File: src/rtl/tile_scheduler.sv
// Frame sequencer: walks the screen in tiles, ping-pongs two colour buffers between the rasterizer
// and the writeback unit. Optional perf counters are enabled with `define TILE_SCHED_PERF_EN.
module tile_scheduler #(
  parameter int unsigned tileDim      = 4,
  parameter int unsigned screenWidth  = 640,
  parameter int unsigned screenHeight = 480
) (
  input  logic       BOARD_CLK,
  input  logic       RESET_N,
  input  logic       frameStart,
  output logic       busy,
  output logic       frameDone,
  output logic       startRasterizing,
  output logic       rasterTileID,
  output logic [9:0] rasterxOffset,
  output logic [9:0] rasteryOffset,
  input  logic       doneRasterizing,
  output logic       wbStart,
  output logic       wbTileID,
  output logic [9:0] wbxOffset,
  output logic [9:0] wbyOffset,
  input  logic       wbDone
`ifdef TILE_SCHED_PERF_EN
  ,
  output logic [31:0] frameCycles,
  output logic [31:0] stallCycles
`endif
);

  localparam logic [9:0] Step  = 10'(tileDim);
  localparam logic [9:0] LastX = 10'(screenWidth - tileDim);
  localparam logic [9:0] LastY = 10'(screenHeight - tileDim);

  typedef enum logic [2:0] {RIdle, RStart, RWait, RRelease, RNext} r_state_e;
  typedef enum logic {WIdle, WBusy} w_state_e;

  r_state_e        r_state_q, r_state_d;
  w_state_e        w_state_q, w_state_d;
  logic            busy_q, busy_d;
  logic            frame_done_q, frame_done_d;
  logic [9:0]      tile_x_q, tile_x_d;
  logic [9:0]      tile_y_q, tile_y_d;
  logic            cur_buf_q, cur_buf_d;
  logic            start_q, start_d;
  logic            raster_id_q, raster_id_d;
  logic [9:0]      rx_q, rx_d;
  logic [9:0]      ry_q, ry_d;
  logic [1:0]      buf_pending_q, buf_pending_d;
  logic [1:0][9:0] buf_x_q, buf_x_d;
  logic [1:0][9:0] buf_y_q, buf_y_d;
  logic            wb_next_q, wb_next_d;
  logic            wb_start_q, wb_start_d;
  logic            wb_id_q, wb_id_d;
  logic [9:0]      wbx_q, wbx_d;
  logic [9:0]      wby_q, wby_d;
  logic [1:0]      pend_set, pend_clr, pend_avail;

  always_comb begin
    r_state_d     = r_state_q;
    w_state_d     = w_state_q;
    busy_d        = busy_q;
    frame_done_d  = 1'b0;
    tile_x_d      = tile_x_q;
    tile_y_d      = tile_y_q;
    cur_buf_d     = cur_buf_q;
    start_d       = start_q;
    raster_id_d   = raster_id_q;
    rx_d          = rx_q;
    ry_d          = ry_q;
    buf_x_d       = buf_x_q;
    buf_y_d       = buf_y_q;
    wb_next_d     = wb_next_q;
    wb_start_d    = 1'b0;
    wb_id_d       = wb_id_q;
    wbx_d         = wbx_q;
    wby_d         = wby_q;
    pend_set      = 2'b00;
    pend_clr      = 2'b00;

    if (w_state_q == WBusy && wbDone) begin
      pend_clr[wb_id_q] = 1'b1;
    end
    // Bypass the clear so a freed buffer can be reused on the very next cycle.
    pend_avail = buf_pending_q & ~pend_clr;

    unique case (r_state_q)
      RIdle: begin
        if (frameStart && !busy_q) begin
          busy_d    = 1'b1;
          tile_x_d  = '0;
          tile_y_d  = '0;
          cur_buf_d = 1'b0;
          r_state_d = RStart;
        end else if (busy_q && buf_pending_q == 2'b00 && w_state_q == WIdle) begin
          frame_done_d = 1'b1;
          busy_d       = 1'b0;
        end
      end
      RStart: begin
        if (!pend_avail[cur_buf_q]) begin
          rx_d        = tile_x_q;
          ry_d        = tile_y_q;
          raster_id_d = cur_buf_q;
          start_d     = 1'b1;
          r_state_d   = RWait;
        end
      end
      RWait: begin
        if (doneRasterizing) begin
          start_d             = 1'b0;
          pend_set[cur_buf_q] = 1'b1;
          buf_x_d[cur_buf_q]  = tile_x_q;
          buf_y_d[cur_buf_q]  = tile_y_q;
          r_state_d           = RRelease;
        end
      end
      RRelease: begin
        if (!doneRasterizing) begin
          r_state_d = RNext;
        end
      end
      RNext: begin
        if (tile_x_q == LastX && tile_y_q == LastY) begin
          r_state_d = RIdle;
        end else begin
          if (tile_x_q == LastX) begin
            tile_x_d = '0;
            tile_y_d = tile_y_q + Step;
          end else begin
            tile_x_d = tile_x_q + Step;
          end
          cur_buf_d = ~cur_buf_q;
          r_state_d = RStart;
        end
      end
      default: r_state_d = RIdle;
    endcase

    buf_pending_d = pend_avail | pend_set;

    unique case (w_state_q)
      WIdle: begin
        if (buf_pending_q[wb_next_q]) begin
          wb_start_d = 1'b1;
          wb_id_d    = wb_next_q;
          wbx_d      = buf_x_q[wb_next_q];
          wby_d      = buf_y_q[wb_next_q];
          w_state_d  = WBusy;
        end
      end
      WBusy: begin
        if (wbDone) begin
          wb_next_d = ~wb_next_q;
          w_state_d = WIdle;
        end
      end
      default: w_state_d = WIdle;
    endcase
  end

  always_ff @(posedge BOARD_CLK or negedge RESET_N) begin
    if (!RESET_N) begin
      r_state_q     <= RIdle;
      w_state_q     <= WIdle;
      busy_q        <= 1'b0;
      frame_done_q  <= 1'b0;
      tile_x_q      <= '0;
      tile_y_q      <= '0;
      cur_buf_q     <= 1'b0;
      start_q       <= 1'b0;
      raster_id_q   <= 1'b0;
      rx_q          <= '0;
      ry_q          <= '0;
      buf_pending_q <= 2'b00;
      buf_x_q       <= '0;
      buf_y_q       <= '0;
      wb_next_q     <= 1'b0;
      wb_start_q    <= 1'b0;
      wb_id_q       <= 1'b0;
      wbx_q         <= '0;
      wby_q         <= '0;
    end else begin
      r_state_q     <= r_state_d;
      w_state_q     <= w_state_d;
      busy_q        <= busy_d;
      frame_done_q  <= frame_done_d;
      tile_x_q      <= tile_x_d;
      tile_y_q      <= tile_y_d;
      cur_buf_q     <= cur_buf_d;
      start_q       <= start_d;
      raster_id_q   <= raster_id_d;
      rx_q          <= rx_d;
      ry_q          <= ry_d;
      buf_pending_q <= buf_pending_d;
      buf_x_q       <= buf_x_d;
      buf_y_q       <= buf_y_d;
      wb_next_q     <= wb_next_d;
      wb_start_q    <= wb_start_d;
      wb_id_q       <= wb_id_d;
      wbx_q         <= wbx_d;
      wby_q         <= wby_d;
    end
  end

  assign busy             = busy_q;
  assign frameDone        = frame_done_q;
  assign startRasterizing = start_q;
  assign rasterTileID     = raster_id_q;
  assign rasterxOffset    = rx_q;
  assign rasteryOffset    = ry_q;
  assign wbStart          = wb_start_q;
  assign wbTileID         = wb_id_q;
  assign wbxOffset        = wbx_q;
  assign wbyOffset        = wby_q;

`ifdef TILE_SCHED_PERF_EN
  logic [31:0] frame_cycles_q, frame_cycles_d;
  logic [31:0] stall_cycles_q, stall_cycles_d;

  always_comb begin
    frame_cycles_d = frame_cycles_q;
    stall_cycles_d = stall_cycles_q;
    if (r_state_q == RIdle && frameStart && !busy_q) begin
      frame_cycles_d = '0;
      stall_cycles_d = '0;
    end else begin
      if (busy_q) begin
        frame_cycles_d = frame_cycles_q + 32'd1;
      end
      if (r_state_q == RStart && pend_avail[cur_buf_q]) begin
        stall_cycles_d = stall_cycles_q + 32'd1;
      end
    end
  end

  always_ff @(posedge BOARD_CLK or negedge RESET_N) begin
    if (!RESET_N) begin
      frame_cycles_q <= '0;
      stall_cycles_q <= '0;
    end else begin
      frame_cycles_q <= frame_cycles_d;
      stall_cycles_q <= stall_cycles_d;
    end
  end

  assign frameCycles = frame_cycles_q;
  assign stallCycles = stall_cycles_q;
`endif

endmodule
File: config.mk
export PLATFORM = sky130hd
export DESIGN_NAME = tile_scheduler
export DESIGN_NICKNAME = d
export VERILOG_FILES = /design/src/rtl/tile_scheduler.sv
export SDC_FILE = /design/constraint.sdc
export NUM_CORES = 1
export LEC_CHECK = 0
export ABC_AREA = 1
export CELL_PAD_IN_SITES_DETAIL_PLACEMENT = 1
export CELL_PAD_IN_SITES_GLOBAL_PLACEMENT = 1
export CORE_MARGIN = 4
export CORE_UTILIZATION = 46
export DETAILED_ROUTE_END_ITERATION = 6
export PLACE_DENSITY = 0.83
export RECOVER_POWER = 25
export SETUP_SLACK_MARGIN = 0.4
export SYNTH_ARGS = -nofsm -noshare
export SYNTH_HDL_FRONTEND = slang
export SYNTH_SLANG_ARGS = --single-unit
File: constraint.sdc
create_clock -name BOARD_CLK -period 3.05 [get_ports BOARD_CLK]
set_input_delay 0.61 -clock BOARD_CLK [delete_from_list [all_inputs] [get_ports BOARD_CLK]]
set_output_delay 0.61 -clock BOARD_CLK [all_outputs]
set_load 0.02 [all_outputs]
==> flow_metrics.tcl <==
set metrics [dict create \
    status "completed" \
    cp_cell_sequence "clkdlybuf4s50_1" \
    cts_root_buf "clkbuf_8" \
    fin_setup_tns_ns 0 \
    reg2reg_depth 5 \
    max_freq_ghz 0.501 \
    layout-drive-gt1-share_pct 15.7 \
    final_core_util_pct 54.8 \
    vias_per_cell 5.11 \
    path_clk_slew_ns 0.10 \
    endpoint_kind "output pin" \
    syn-mean-instance-area_um2 9.18 \
    clock_skew_ns 0.0120 \
    cts_tree "built" \
    ctsHtreeMaxLevel 3 \
    cts_sinks 94 \
    rows 35 \
    crit_arrival_ns 1.38 \
    place_congestion 0.837 \
    synth_top_cell_area_share_pct 53.7 \
    first_pass_iters 4 \
    wl_per_cell_um 16.2 \
    tightest_slew_ns 1.35 \
    die_h_um 106 \
    route.detailed.drc 0 \
    slew_headroom_pct 9.78 \
    cts_buffer_depth 2 \
    grt.overflow.total 0 \
    synth.most_common_cell "nand2_1" \
    grt_start_max_net_pins 51 \
    cts_buffers 9 \
    p_leak_nw 2.32 \
    ant_nets 0 \
    hold_viol 0 \
    num_vias 3324 \
    cpPeakStageDelay_ns 0.63 \
    synth_common_cells "nand2_1, dfrtp_1, o21ai_0" \
    period_minus_slack_ns 1.99 \
    required_ns 2.44 \
    synth_top_cell_by_area "dfrtp_1" \
    postCtsSetupRepairBufs 0 \
    fp.dieW_um 106 \
    coreArea_mm2 0.00924 \
    synth_seq_cells 94 \
    grt_pass1_vias 3628 \
    grt_use_total_pct 20.0 \
    ys_types 34 \
    io_pins 51 \
    fin_cells 650 \
    cap_viol_max_count 0 \
    async_flop_share_pct 100 \
    post_cts_resized 0 \
    drt-total-wl_um 10500 \
    synth_area_leaders "dfrtp_1, nand2_1, o21ai_0" \
    synth_cells 477 \
    path_buf_inv 1 \
    io_buffers 42 \
    ys.flop_type "dfrtp_1" \
    power.density_mw_per_mm2 942 \
    dieArea_mm2 0.0111 \
    grt_pass1_wl_um 18000 \
    irDropWorstVdd_mv 0.418 \
    synth-seq-area-share_pct 53.7 \
    synth_edf_count 0 \
    dp.cells 635 \
    yosys_warnings 0 \
    netlist_area_mm2 0.00438 \
    start_util_pct 47.4 \
    slowest_stage "clkdlybuf4s50_1" \
    diodes 0 \
    rsz0062_at_grt "false" \
    startpoint_type "flip-flop" \
    setup_viol 0 \
    hold_buffers 0 \
    hp-class "flip-flop to flip-flop" \
    drt-initial-drc-count 110 \
    finalNetCount 525 \
    place_hpwl_um 7230 \
    critical_path_depth 1 \
    cp_max_fo 4 \
    timing_worst_setup_path_type "flip-flop to output pin" \
    clk_latency_ns 0.36 \
    antenna_found_initial 0 \
    drv_slew 0 \
    min_path_cells 2 \
    critPathTopFamily "buffers and inverters" \
    syn_to_final_growth_pct 15.7 \
    period_share_pct 65.4 \
]
stage by stage:
step           hold WS [ns]  setup WS [ns]  instance area (um^2)  total power, mW
2_1_floorplan         0.314           1.65                  4410             3.25
3_3_place_gp          0.464          0.817                  4870             3.84
3_5_place_dp          0.472          0.722                  4870             3.95
4_1_cts               0.309           1.03                  5070             4.82
5_1_grt               0.513          0.972                  5070             5.12
6_report              0.488           1.06                  5070             4.77
cells by family (layout without fill, tap and decap cells):
logic type                 after synthesis  in the layout  share of synthesized area, %
and+or+nand+nor                        199            199                          22.9
AOI/OAI and AO/OA                      101            101                          13.6
DFF                                     94             94                          53.7
buffers and inverters                   75            112                          8.00
adders and majority gates                3              3                         0.857
xor gates and xnor gates                 3              3                         0.600
other                                    1              8                        0.0856
muxes                                    1              1                         0.229
per-layer routing:
metal	track usage (%)	vias up	routed length (um)	share of wire, %
met3	2.76	20	365	3.5
met2	34.8	62	5350	51
met5	0	-	0	0
met1	25.7	1632	4600	44
met4	6.66	0	215	2.0
li1	-	1610	-	-
power by group:
group	total, mW	internal, mW	leakage, nW	switching (mW)
logic	2.01	0.722	0.958	1.28
registers	1.92	1.62	1.27	0.294
clock network	0.848	0.404	0.0964	0.444
total	4.77	2.75	2.32	2.02
final cells by class:
| class | instances | area [um^2] |
|---|---|---|
| Clock buffer | 11 | 141 |
| Clock inverter | 4 | 55.1 |
| Fill cell | 1067 | 4170 |
| Inverter | 50 | 188 |
| Multi-Input combinational cell | 315 | 1700 |
| Sequential cell | 94 | 2350 |
| Tap cell | 129 | 161 |
| Timing Repair Buffer | 47 | 465 |
final timing paths:
kind,start,end,slack [ns]
max,busy,busy,1.06
min,wbyOffset[4],wbyOffset[4],0.49
max reg2reg,r_state_q[0],buf_y_q[17],1.15
min reg2reg,wbyOffset[4],wbyOffset[4],0.49
max in group asynchronous,RESET_N,tile_y_q[7],1.62
min in group asynchronous,RESET_N,tile_x_q[4],0.55
flip-flops by register name, summed over array words and instances, names as in the netlist, 2 cells and up:
signal / cells
buf_pending_q: 2
buf_x_q: 16
buf_y_q: 16
r_state_q: 3
rasterxOffset: 8
rasteryOffset: 8
tile_x_q: 8
tile_y_q: 8
wbxOffset: 8
wbyOffset: 8
cells in the final DEF, fill, tap and decap left out, types with 2 or more instances in the layout:
cell type	Yosys	routed
xor2_1	2	2
nand4_2	2	2
nand2_1	116	116
nand3_1	24	24
buf_4	8	4
nor2_1	14	14
nor3_1	2	2
dfrtp_1	94	94
nand3_4	2	2
inv_2	6	6
conb_1	1	8
inv_1	44	44
clkbuf_8	0	10
nand2_4	2	2
nand3_2	4	4
o21ai_0	46	46
clkdlybuf4s50_1	0	41
nand2_2	14	14
o21ai_1	29	29
nor3_4	3	3
inv_6	0	2
o21ai_2	24	24
a21oi_1	2	2
ha_1	3	3
nand4_1	9	9
(Power assumes the default switching activity.)
